[src/rtl/oled_request_arbiter.sv]
`timescale 1ns/1ps
// oled_request_arbiter
//
// Front-end between the board push-buttons and the OLED interface core.
// Each of N_CH raw buttons is synchronised and debounced. A debounced press
// queues one request for that channel. Queued requests are issued to the core
// one at a time, in round-robin order, each with its own mode and background
// colour.
//
// Ports
//   i_CLK               single clock
//   i_RST               synchronous reset, active low
//   i_BTN               raw asynchronous buttons, active high
//   i_CH_MODE           per-channel mode, channel k at [k*MODE_W +: MODE_W]
//   i_CH_COLOR          per-channel colour, channel k at [k*COLOR_W +: COLOR_W]
//   i_READY             core idle flag
//   o_START             one-cycle start pulse to the core
//   o_MODE              mode of the granted request, held until the next grant
//   o_BACKGROUND_COLOR  colour of the granted request, held until the next grant
//   o_PENDING           queued request per channel
//   o_OVERRUN           sticky: a press arrived while its channel was pending
//   o_ACTIVE_CH         last granted channel
//   o_BUSY              a request is in flight
//   o_ERR               sticky: the core never acknowledged a start
module oled_request_arbiter #(
    parameter int N_CH            = 4,
    parameter int MODE_W          = 2,
    parameter int COLOR_W         = 8,
    parameter int DEBOUNCE_CYCLES = 20,
    parameter int ACK_TIMEOUT     = 16,
    parameter int CH_W            = $clog2(N_CH)
) (
    input  logic                      i_CLK,
    input  logic                      i_RST,
    input  logic [N_CH-1:0]           i_BTN,
    input  logic [N_CH*MODE_W-1:0]    i_CH_MODE,
    input  logic [N_CH*COLOR_W-1:0]   i_CH_COLOR,
    input  logic                      i_READY,
    output logic                      o_START,
    output logic [MODE_W-1:0]         o_MODE,
    output logic [COLOR_W-1:0]        o_BACKGROUND_COLOR,
    output logic [N_CH-1:0]           o_PENDING,
    output logic [N_CH-1:0]           o_OVERRUN,
    output logic [CH_W-1:0]           o_ACTIVE_CH,
    output logic                      o_BUSY,
    output logic                      o_ERR
);

    localparam int DB_W  = $clog2(DEBOUNCE_CYCLES + 1);
    localparam int TMO_W = $clog2(ACK_TIMEOUT + 1);

    typedef enum logic [1:0] {IDLE, ISSUE, WAIT_BUSY, WAIT_DONE} state_t;

    logic [N_CH-1:0]  sync_a, sync_b, db_state, db_prev, press;
    logic [DB_W-1:0]  db_cnt [N_CH];
    state_t           state, state_next;
    logic [TMO_W-1:0] tmo_cnt;
    logic             grant, timeout, grant_found;
    logic [CH_W-1:0]  grant_ch;
    logic [N_CH-1:0]  grant_mask;

    // ------------------------------------------------------------------
    // Input path: 2-flop synchroniser, then a counter that must see the
    // synchronised value differ from the debounced state for
    // DEBOUNCE_CYCLES consecutive cycles before the state follows it.
    // ------------------------------------------------------------------
    // NOTE: every flop here uses non-blocking assignment so that sync_b reads
    // the previous sync_a, not the value written earlier in this same block.
    // NOTE: the counter array is a small register file, not a RAM, so it is
    // reset along with everything else; a button held through reset then
    // debounces from a known zero state.
    always_ff @(posedge i_CLK) begin
        if (!i_RST) begin
            sync_a   <= '0;
            sync_b   <= '0;
            db_state <= '0;
            db_prev  <= '0;
            for (int k = 0; k < N_CH; k++) db_cnt[k] <= '0;
        end else begin
            sync_a  <= i_BTN;
            sync_b  <= sync_a;
            db_prev <= db_state;
            for (int k = 0; k < N_CH; k++) begin
                if (sync_b[k] == db_state[k]) begin
                    db_cnt[k] <= '0;
                end else if (db_cnt[k] == DB_W'(DEBOUNCE_CYCLES - 1)) begin
                    db_state[k] <= sync_b[k];
                    db_cnt[k]   <= '0;
                end else begin
                    db_cnt[k] <= db_cnt[k] + DB_W'(1);
                end
            end
        end
    end

    assign press = db_state & ~db_prev;

    // ------------------------------------------------------------------
    // Round-robin search: first pending channel above the last grant.
    // ------------------------------------------------------------------
    // NOTE: each always_comb output gets a default before any branch, so no
    // path leaves it unassigned and no latch is inferred.
    always_comb begin
        grant_found = 1'b0;
        grant_ch    = '0;
        for (int i = 1; i <= N_CH; i++) begin
            if (!grant_found && o_PENDING[(int'(o_ACTIVE_CH) + i) % N_CH]) begin
                grant_found = 1'b1;
                grant_ch    = CH_W'((int'(o_ACTIVE_CH) + i) % N_CH);
            end
        end
    end

    // ------------------------------------------------------------------
    // Issue FSM: next state and strobes.
    // ------------------------------------------------------------------
    always_comb begin
        state_next = state;
        grant      = 1'b0;
        timeout    = 1'b0;
        case (state)
            IDLE: begin
                if (grant_found && i_READY) begin
                    grant      = 1'b1;
                    state_next = ISSUE;
                end
            end
            ISSUE: state_next = WAIT_BUSY;
            WAIT_BUSY: begin
                if (!i_READY) begin
                    state_next = WAIT_DONE;
                end else if (tmo_cnt == TMO_W'(ACK_TIMEOUT - 1)) begin
                    timeout    = 1'b1;
                    state_next = IDLE;
                end
            end
            WAIT_DONE: begin
                if (i_READY) state_next = IDLE;
            end
            default: state_next = IDLE;
        endcase
    end

    always_comb begin
        grant_mask = '0;
        if (grant) grant_mask[grant_ch] = 1'b1;
    end

    always_ff @(posedge i_CLK) begin
        if (!i_RST) begin
            state              <= IDLE;
            o_START            <= 1'b0;
            tmo_cnt            <= '0;
            o_MODE             <= '0;
            o_BACKGROUND_COLOR <= '0;
            o_ACTIVE_CH        <= CH_W'(N_CH - 1);
            o_ERR              <= 1'b0;
        end else begin
            state   <= state_next;
            o_START <= (state_next == ISSUE);
            // Counts cycles spent in WAIT_BUSY; cleared in every other state.
            tmo_cnt <= (state == WAIT_BUSY) ? tmo_cnt + TMO_W'(1) : '0;
            if (grant) begin
                o_MODE             <= i_CH_MODE[grant_ch*MODE_W +: MODE_W];
                o_BACKGROUND_COLOR <= i_CH_COLOR[grant_ch*COLOR_W +: COLOR_W];
                o_ACTIVE_CH        <= grant_ch;
            end
            if (timeout) o_ERR <= 1'b1;
        end
    end

    // ------------------------------------------------------------------
    // Pending / overrun flags. A press that lands on the grant cycle of its
    // own channel is a fresh request (it will be issued again), so it keeps
    // the pending bit set and is not reported as an overrun.
    // ------------------------------------------------------------------
    always_ff @(posedge i_CLK) begin
        if (!i_RST) begin
            o_PENDING <= '0;
            o_OVERRUN <= '0;
        end else begin
            for (int k = 0; k < N_CH; k++) begin
                if (press[k]) begin
                    if (o_PENDING[k] && !grant_mask[k]) o_OVERRUN[k] <= 1'b1;
                    o_PENDING[k] <= 1'b1;
                end else if (grant_mask[k]) begin
                    o_PENDING[k] <= 1'b0;
                end
            end
        end
    end

    assign o_BUSY = (state != IDLE);

endmodule

[config.mk]
export PLATFORM = sky130hd
export DESIGN_NAME = oled_request_arbiter
export DESIGN_NICKNAME = d
export VERILOG_FILES = /design/src/rtl/oled_request_arbiter.sv
export SDC_FILE = /design/constraint.sdc
export NUM_CORES = 1
export LEC_CHECK = 0
export ABC_AREA = 1
export CAP_MARGIN = 10
export CORE_ASPECT_RATIO = 1.5
export CORE_MARGIN = 10
export CORE_UTILIZATION = 50
export DETAILED_ROUTE_END_ITERATION = 10
export PLACE_DENSITY = 0.79
export SKIP_LAST_GASP = 1
export SLEW_MARGIN = 10
export SYNTH_ARGS = -nofsm -noshare
export SYNTH_HDL_FRONTEND = slang
export SYNTH_SLANG_ARGS = --single-unit
[constraint.sdc]
create_clock -name i_CLK -period 1.82 [get_ports i_CLK]
set_input_delay 0.364 -clock i_CLK [delete_from_list [all_inputs] [get_ports i_CLK]]
set_output_delay 0.364 -clock i_CLK [all_outputs]
set_load 0.005 [all_outputs]
==> results of run 1 <==
-- worst paths after layout --
check | start | depth (start not counted) | to | slack (ns)
min reg2reg | sync_a[0]$_SDFF_PN0_ | 2 | sync_b[0]$_SDFF_PN0_ | 0.40
min | sync_a[0]$_SDFF_PN0_ | 2 | sync_b[0]$_SDFF_PN0_ | 0.40
max | o_ACTIVE_CH[0]$_SDFFE_PN1P_ | 16 | o_BACKGROUND_COLOR[5]$_SDFFE_PN0P_ | -0.02
max reg2reg | o_ACTIVE_CH[0]$_SDFFE_PN1P_ | 16 | o_BACKGROUND_COLOR[5]$_SDFFE_PN0P_ | -0.02
-- logic make-up (layout without fill, tap and decap cells) --
kind of cell	after synthesis	after routing
AOI/OAI and AO/OA	37	37
adders and majority gates	6	6
and+or+nand+nor	252	254
other	1	20
buffers and inverters	77	168
DFF	65	65
xor gates and xnor gates	9	9
-- metrics by stage --
stage               utilization  total power (uW)  setup WS, ns
floorplan                     -              3220         0.181
detailed placement        0.647              3840      -0.00606
global placement          0.647              3810        0.0184
CTS                       0.678              5000        0.0224
global route              0.725              6150        -0.161
finish                    0.725              5750       -0.0250
-- cell usage after synthesis (all sizes together), types with 5 or more instances --
| master | instances |
|---|---|
| o21ai | 6 |
| a21oi | 24 |
| buf | 13 |
| nand2 | 127 |
| nor2 | 57 |
| nand4 | 5 |
| xor2 | 7 |
| dfxtp | 45 |
| ha | 6 |
| nand3 | 55 |
| edfxtp | 20 |
| inv | 59 |
-- critical path: stages, from the launching register on --
cell	delay, ns
dfxtp_2	0.35
buf_6	0.12
inv_8	0.04
buf_6	0.12
nand2_2	0.06
nand3_2	0.08
nand2_4	0.10
nor2_4	0.05
nor2_4	0.15
nand2_8	0.13
clkbuf_16	0.18
nand3_1	0.07
nand2_1	0.06
nand2_1	0.06
nand3_1	0.08
nand2_1	0.06
inv_1	0.03
-- sequential cells by signal, indices dropped and copies added, names as in the netlist, 4 cells and up --
register and cells:
db_cnt 20, o_BACKGROUND_COLOR 8, tmo_cnt 5, db_prev 4, db_state 4, o_OVERRUN 4, o_PENDING 4, sync_a 4
sync_b 4
-- layer usage --
| metal | wire length (um) | up-vias |
|---|---|---|
| met5 | 0 | - |
| met3 | 485 | 11 |
| met2 | 4710 | 91 |
| met1 | 3210 | 1419 |
| met4 | 142 | 0 |
| li1 | - | 1615 |
-- final cells by class --
cell class / instances / area [um^2] / share of cell area
clock inverters: 4 / 22.5 / 0.00479
multi-input cells: 326 / 1690 / 0.360
flip-flops and latches: 65 / 1510 / 0.321
repair buffers: 91 / 975 / 0.207
inverters: 61 / 241 / 0.0513
clock buffers: 12 / 166 / 0.0354
well taps: 76 / 95.1 / 0.0202
-- power by group --
| part | switching (uW) | internal (uW) | leakage, uW |
|---|---|---|---|
| Sequential | 102 | 1640 | 0.000573 |
| Combinational | 1560 | 1330 | 0.00145 |
| Clock | 513 | 611 | 0.000102 |
| Total | 2170 | 3580 | 0.00213 |
-- timing repair --
item,4_1_cts,5_1_grt
pin swaps,0,24
hold buffers,0,0
endpoints found under the setup margin,12,18
cloned,0,5
gates resized for setup,3,44
endpoints found under the hold margin,0,0
buffers inserted,0,7
==> key figures, run 1 <==
GRT
  – GR peak layer: met2
  – All-layer global routing usage: 0.152
  – Global route overflow: 0
  – Initial antenna violation count: 0
  – GR Util met2: 0.272
  – M3 GR Usage: 0.0447
  – First-pass GRT wire length: 13,100 um
  – Met1 GRT Util: 0.161
  – Vias in the first global route: 3,013
  – Largest net degree at the start of global routing: 25

Power
  – Power Dens Cells: 1220 mW/mm^2
  – Max VDD drop: 739 uV
  – Leak: 0.00213 uW

Logic synthesis
  – Ys Warns: 0
  – Area contributors post-synth: dfxtp_1 27%, edfxtp_1 18%, nand2_1 13%
  – Synth async-reset ratio: 0
  – Main combinational cell family by area after synthesis: simple AND/OR/NAND/NOR gates
  – Cell taking the most area after synthesis: dfxtp_1
  – Syn avg cell area: 7.43 um^2
  – Synth Flop Type: dfxtp_1
  – Post-synthesis instance total: 447
  – Post-synth top area share: 0.271
  – Post-synthesis compound-gate area fraction: 0.0606
  – Yosys cell types: 34
  – Adder-Cell Fraction of Synth Area: 0.0226
  – Simple-gate area share of the yosys netlist: 0.337
  – Register area share after synthesis: 0.452
  – XOR/XNOR Fraction of Synth Area: 0.0237
  – Mux cell area share after synthesis: 0
  – FF+latch count, synth: 65
  – Mapped Area: 0.00332 mm^2
  – Post-synth EDFFs: 20

STA
  – Clock Skews: 0.00841 ns
  – Fin crit share: 1.01
  – Final hold vios: 0
  – Final Max Tran Viols: 0
  – Minimum clock period: 1.84 ns
  – Setup ws final: -0.0250 ns
  – # setup viols final: 5
  – Min Hold Slack: 0.403 ns
  – Fmax: 542 MHz
  – TNS Setup: -0.0583 ns
  – RSZ-0062 raised after global routing: true

Final layout
  – Most common cell after layout, fill and taps aside: nand2_1
  – Final instance area: 0.00470 mm^2
  – Net count reported at finish: 607
  – Fillers: 506
  – Most frequent cells in the layout: 105 x nand2_1, 68 x clkdlybuf4s50_1, 53 x inv_1
  – Number of diodes: 0
  – Final Non-Filler Cells: 635
  – P&R area growth vs syn: 41.6%
  – Layout cells sized above 1: 0.163

Die
  – Initial Util: 0.512
  – # rows: 36
  – DIE WIDTH: 86.6 um
  – Die Height: 120 um
  – Io pins: 70
  – Die footprint: 0.0104 mm^2
  – Core Area: 0.00649 mm^2

Clock network
  – CTS root buffer: clkbuf_8
  – CTS Sinks: 65
  – Clock network latency to the later pin of the worst-skew pair: 0.33 ns
  – H-tree levels: 3
  – CTS max path bufs: 2
  – CTS tree: yes
  – Num CTS Buffers: 9
  – Clock transition at path regs: 0.07 ns

Worst setup path
  – Startpoint types: flop
  – Crit-path max FO: 7
  – Critical Path AT: 2.08 ns
  – WP data required: 2.05 ns
  – Critical path class: reg -> reg
  – Crit. End Element: flop

Detailed routing
  – DR vias/cell: 4.94
  – WL/cell: 13.5 um
  – Remaining DRCs: 0
  – Length of the first detailed-routing pass in iterations: 4
  – WL final: 8550 um
  – Routed Antenna Nets: 0
  – Initial DRC count: 183
  – Vias: 3,136

Placed design
  – GPL Wtd Cong: 0.830
  – DP HPWL: 5950 um
  – Dpl cells: 607
  – Port Buffer Count: 69
  – Area post-placement: 0.00420 mm^2

Worst hold path
  – Worst hold-check path type: reg -> reg

Run
  – Maxcap violations: 0

Outcome
  – Failing checks: negative setup slack
  – Status: finished with violations
Note: power is estimated with default switching activity, not from simulation.
==> inputs of run 2 (changes only) <==
--- a/config.mk
+++ b/config.mk
@@ -11,7 +11,7 @@
 export CORE_MARGIN = 10
 export CORE_UTILIZATION = 50
 export DETAILED_ROUTE_END_ITERATION = 10
-export PLACE_DENSITY = 0.79
+export PLACE_DENSITY = 0.87
 export SKIP_LAST_GASP = 1
 export SLEW_MARGIN = 10
 export SYNTH_ARGS = -nofsm -noshare
==> run 2 against run 1 <==
Clock-buffer cell count fell by 2. Clock skew barely moved. Critical path type unchanged. The run still ends with negative setup slack left. Clock power rose by 20%. Largest power group unchanged. Global-route usage rose by 2.1 points. Sequential share of layout area fell by 0.91 points. Sequential power rose by 2%.
==> key figures, run 2 (synthesis results as in run 1) <==
Worst setup path
  – Startpoint types: flop
  – Crit-path max cell delay: 0.48 ns
  – Crit-path max FO: 8
  – Critical path class: reg -> reg
  – Reg2reg end: o_BACKGROUND_COLOR[5]$_SDFFE_PN0P_
  – Reg2reg start: o_ACTIVE_CH[0]$_SDFFE_PN1P_
  – Critical path origin: o_ACTIVE_CH[0]$_SDFFE_PN1P_
  – Critical path, cell by cell: nand2_1 -> nand3_1 -> nand2_2 -> nor2_4 -> nand3_2 -> nand2_4 -> buf_12 -> clkbuf_16 -> nand3_1 -> nand2_1 -> nand2_1 -> nand3_1 -> nand2_1 -> inv_1
  – Critical Path AT: 2.24 ns
  – WP data required: 2.11 ns
  – Slowest CP cell: dfxtp_4
  – Crit-path most repeated cell: nand2_1
  – R2R depth: 14
  – Crit. End Element: flop
  – Setup crit end: o_BACKGROUND_COLOR[5]$_SDFFE_PN0P_
  – R2R Setup Slk: -0.13 ns

GRT
  – Largest net degree at the start of global routing: 25
  – Vias in the first global route: 3,253
  – All-layer global routing usage: 0.173
  – First-pass GRT wire length: 14,800 um
  – Global route overflow: 0
  – Initial antenna violation count: 0

Clock network
  – Clock network latency to the later pin of the worst-skew pair: 0.34 ns
  – CTS root buffer: clkbuf_8
  – CTS tree: yes
  – Num CTS Buffers: 9
  – Clock transition at path regs: 0.08 ns
  – Cts hold-fix bufs: 0
  – H-tree levels: 3
  – CTS Sinks: 65
  – CTS max path bufs: 2

STA
  – Final Max Tran Viols: 0
  – # setup viols final: 18
  – Setup ws final: -0.130 ns
  – TNS Setup: -1.40 ns
  – Fin crit share: 1.07
  – RSZ-0062 raised after global routing: true
  – Fmax: 513 MHz
  – Clock Skews: 0.00835 ns
  – Minimum clock period: 1.95 ns
  – Final hold vios: 0

Final layout
  – P&R area growth vs syn: 46.0%
  – Layout cells sized above 1: 0.186
  – Net count reported at finish: 608
  – Most flops, register: db_cnt
  – Final Non-Filler Cells: 636
  – Most frequent cells in the layout: 98 x nand2_1, 68 x clkdlybuf4s50_1, 54 x nor2_1
  – Largest register FFs: 20
  – Number of diodes: 0
  – Largest registers: db_cnt (20), o_BACKGROUND_COLOR (8), tmo_cnt (5)
  – Most common cell after layout, fill and taps aside: nand2_1

Detailed routing
  – WL final: 10,100 um
  – WL/cell: 16.0 um
  – DR vias/cell: 5.24
  – Initial DRC count: 245
  – Length of the first detailed-routing pass in iterations: 5
  – Remaining DRCs: 0
  – Routed Antenna Nets: 0
  – Vias: 3,332

Die
  – Io pins: 70
  – Initial Util: 0.512
  – Die Height: 120 um
  – DIE WIDTH: 86.6 um
  – Core Area: 0.00649 mm^2
  – # rows: 36
  – Die footprint: 0.0104 mm^2

Placed design
  – GPL Wtd Cong: 0.879
  – Port Buffer Count: 69
  – Dpl cells: 605
  – DP HPWL: 6250 um

Run
  – Maxcap violations: 0

Outcome
  – Failing checks: negative setup slack
  – Status: finished with violations

Power
  – Max VDD drop: 947 uV
  – Leak: 0.00220 uW
  – Power Dens Cells: 1330 mW/mm^2

Worst hold path
  – Worst hold-check path type: reg -> reg
## run 2: cell type report
class                      count  area (um^2)
multi-input combinational    327         1780
sequential                    65         1510
timing repair inverter         1         8.76
fill                         412         1640
clock inverter                 6         92.6
inverter                      61          244
tap                           76         95.1
clock buffer                  10          128
timing repair buffer          90          987
## run 2: repair_timing
item                                    in CTS  in global routing
endpoints found under the setup margin      15                 20
gates cloned                                 3                  5
setup buffers                                7                  1
endpoints found under the hold margin        0                  0
gates resized for setup                     19                 49
pin swaps                                    8                 30
## run 2: how the worst min path moves through the flow
stage	startpoint	to	slack, ns	cells after the start
floorplan	sync_a[0]$_SDFF_PN0_	sync_b[0]$_SDFF_PN0_	0.39	2
global placement	sync_a[3]$_SDFF_PN0_	sync_b[3]$_SDFF_PN0_	0.39	2
detailed placement	sync_a[2]$_SDFF_PN0_	sync_b[2]$_SDFF_PN0_	0.40	2
CTS	sync_a[2]$_SDFF_PN0_	sync_b[2]$_SDFF_PN0_	0.42	2
global route	sync_a[0]$_SDFF_PN0_	sync_b[0]$_SDFF_PN0_	0.45	2
finish	sync_a[3]$_SDFF_PN0_	sync_b[3]$_SDFF_PN0_	0.42	2
## run 2: worst max-delay path, delay by kind of cell (launching register included)
family,cells,cell delay [ns]
flip-flops,1,0.48
buffers and inverters,3,0.35
AND/OR/NAND/NOR,11,1.05
## run 2: routing by layer
| metal | wire [um] | global-route usage | part of all wire |
|---|---|---|---|
| met5 | 0 | 0 | 0 |
| met4 | 447 | 0.0864 | 0.044 |
| met3 | 545 | 0.0278 | 0.054 |
| met2 | 5730 | 0.338 | 0.56 |
| met1 | 3420 | 0.164 | 0.34 |
## run 2: stage by stage
step	hold WS [ns]	total power, uW	setup WS [ns]	util	cell area (um^2)
after floorplan	0.390	3220	0.181	-	3390
after global routing	0.449	6780	-0.259	0.747	4850
final	0.415	6450	-0.130	0.747	4850
after detailed placement	0.400	3850	-0.0275	0.647	4200
after global placement	0.394	3800	0.0670	0.647	4200
after CTS	0.416	5750	0.000216	0.704	4570
## run 2: where the power goes
part | internal, uW | switching, uW | leakage [uW] | total (uW)
Sequential | 1640 | 141 | 0.000574 | 1780
Combinational | 1500 | 1830 | 0.00153 | 3330
Clock | 775 | 564 | 0.000103 | 1340
==> inputs of run 3 (changes only) <==
--- a/config.mk
+++ b/config.mk
@@ -9,9 +9,9 @@
 export CAP_MARGIN = 10
 export CORE_ASPECT_RATIO = 1.5
 export CORE_MARGIN = 10
-export CORE_UTILIZATION = 50
+export CORE_UTILIZATION = 51
 export DETAILED_ROUTE_END_ITERATION = 10
-export PLACE_DENSITY = 0.87
+export PLACE_DENSITY = 0.88
 export SKIP_LAST_GASP = 1
 export SLEW_MARGIN = 10
 export SYNTH_ARGS = -nofsm -noshare
==> run 3 against run 2 <==
The flow still finishes with violations (negative setup slack). Die area is 1.6% lower. Via count is 0.27% lower. Global-route usage is 0.67 points lower. Setup slack worse by 0.0062 ns. Clock-buffer cell count is 1 lower. Register-to-register slack hardly changed. First-iteration DRC count is 13% lower. Hold slack better by 0.00092 ns. Clock power is 11% lower. Non-clock buffer count is 1 higher.
==> key figures, run 3 (synthesis results as in run 1) <==
STA
  – # setup viols final: 16
  – Minimum clock period: 1.96 ns
  – Setup ws final: -0.136 ns
  – Final hold vios: 0
  – Fmax: 511 MHz
  – Min Hold Slack: 0.416 ns
  – Clock Skews: 0.00759 ns
  – Final Max Tran Viols: 0
  – RSZ-0062 raised after global routing: true
  – Fin crit share: 1.07

Final layout
  – Number of diodes: 0
  – Layout cells sized above 1: 0.200
  – Most frequent cells in the layout: 101 x nand2_1, 68 x clkdlybuf4s50_1, 53 x inv_1
  – Net count reported at finish: 607
  – P&R area growth vs syn: 45.8%
  – Finished Core Util: 0.757
  – Largest registers: db_cnt (20), o_BACKGROUND_COLOR (8), tmo_cnt (5)
  – Largest register FFs: 20
  – Most common cell after layout, fill and taps aside: nand2_1
  – Fillers: 415
  – Most flops, register: db_cnt
  – Final Non-Filler Cells: 635

Worst hold path
  – Worst hold-check path type: reg -> reg

Clock network
  – CTS tree: yes
  – Clock network latency to the later pin of the worst-skew pair: 0.35 ns
  – Clock transition at path regs: 0.07 ns
  – Cts hold-fix bufs: 0
  – CTS Sinks: 65
  – CTS max path bufs: 2
  – CTS root buffer: clkbuf_8
  – Num CTS Buffers: 9
  – H-tree levels: 3

Detailed routing
  – Initial DRC count: 212
  – DR vias/cell: 5.23
  – WL/cell: 15.5 um
  – Remaining DRCs: 0
  – WL final: 9860 um
  – Vias: 3,323
  – Length of the first detailed-routing pass in iterations: 7
  – Routed Antenna Nets: 0

GRT
  – Largest net degree at the start of global routing: 25
  – All-layer global routing usage: 0.167
  – Vias in the first global route: 3,222
  – Initial antenna violation count: 0
  – Global route overflow: 0
  – First-pass GRT wire length: 14,200 um

Placed design
  – Port Buffer Count: 69
  – Dpl cells: 606
  – DP HPWL: 6050 um
  – GPL Wtd Cong: 0.825

Power
  – Int Power: 3640 uW
  – Leak: 0.00217 uW
  – Switch Pwr: 2440 uW
  – Max VDD drop: 637 uV
  – Gate power share: 0.518
  – Pwr Total: 6080 uW
  – Power Dens Cells: 1260 mW/mm^2
  – Register share of total power: 0.287
  – Clk pwr share: 0.196
  – Sw frac: 0.401

Die
  – Die footprint: 0.0102 mm^2
  – Io pins: 70
  – # rows: 36
  – DIE WIDTH: 85.9 um
  – Core Area: 0.00640 mm^2
  – Die Height: 119 um
  – Initial Util: 0.519

Worst setup path
  – Critical Path AT: 2.25 ns
  – WP data required: 2.12 ns
  – Startpoint types: flop
  – Crit-path max FO: 7
  – Crit. End Element: flop
  – Critical path class: reg -> reg

Outcome
  – Failing checks: negative setup slack
  – Status: finished with violations

Run
  – Maxcap violations: 0
-- run 3: repair_timing --
action / 4_1_cts / 5_1_grt
cloned: 0 / 6
pin swaps: 1 / 30
gates resized for setup: 7 / 68
setup endpoints to repair: 17 / 19
buffers inserted: 0 / 7
-- run 3: worst paths after layout --
kind                                    start                            endpoint  slack [ns]  cells past startpoint
hold reg to reg          sync_a[0]$_SDFF_PN0_                sync_b[0]$_SDFF_PN0_        0.42                      2
hold / removal           sync_a[0]$_SDFF_PN0_                sync_b[0]$_SDFF_PN0_        0.42                      2
setup reg to reg  o_ACTIVE_CH[1]$_SDFFE_PN1P_  o_BACKGROUND_COLOR[7]$_SDFFE_PN0P_       -0.14                     15
setup / recovery  o_ACTIVE_CH[1]$_SDFFE_PN1P_  o_BACKGROUND_COLOR[7]$_SDFFE_PN0P_       -0.14                     15
-- run 3: layer usage --
layer	vias to the layer above	GRT usage	wire length (um)	share of wire
li1	1611	-	-	-
met1	1550	0.170	3580	0.36
met2	125	0.304	5430	0.55
met3	37	0.0334	469	0.048
met4	0	0.0899	382	0.039
met5	-	0	0	0
-- run 3: cell type report --
cell class / instances / area (um^2) / area share
Timing Repair Buffer: 91 / 972 / 0.201
Sequential cell: 65 / 1510 / 0.311
Multi-Input combinational cell: 326 / 1820 / 0.377
Clock buffer: 9 / 124 / 0.0256
Tap cell: 76 / 95.1 / 0.0196
Clock inverter: 7 / 71.3 / 0.0147
Inverter: 61 / 249 / 0.0514
-- run 3: critical path, cell delays in order, from the launching register on --
cell       delay (ns)
dfxtp_2          0.40
inv_2            0.10
nand2_1          0.11
nand2_2          0.09
nand2_4          0.10
nand2_8          0.07
nor2_4           0.15
nand3_4          0.11
nand2_8          0.17
clkbuf_16        0.17
nand3_1          0.07
nand2_1          0.10
nand2_1          0.06
nand3_1          0.07
nand2_1          0.06
inv_1            0.07
-- run 3: per-stage QoR --
stage          area [um^2]  TNS [ns]  setup WS [ns]
2_1_floorplan         3390         0          0.181
3_3_place_gp          4190         0         0.0202
3_5_place_dp          4190    -0.361        -0.0540
4_1_cts               4410   -0.0155        -0.0155
5_1_grt               4840     -2.86         -0.247
6_report              4840     -1.12         -0.136
-- run 3: power by group through the flow --
stage / registers [uW] / logic, uW / clock network, uW
2_1_floorplan: 1740 / 1480 / 0
3_3_place_gp: 1750 / 2040 / 0
3_5_place_dp: 1760 / 2090 / 0
4_1_cts: 1730 / 2160 / 1210
5_1_grt: 1760 / 3370 / 1270
6_report: 1740 / 3150 / 1190
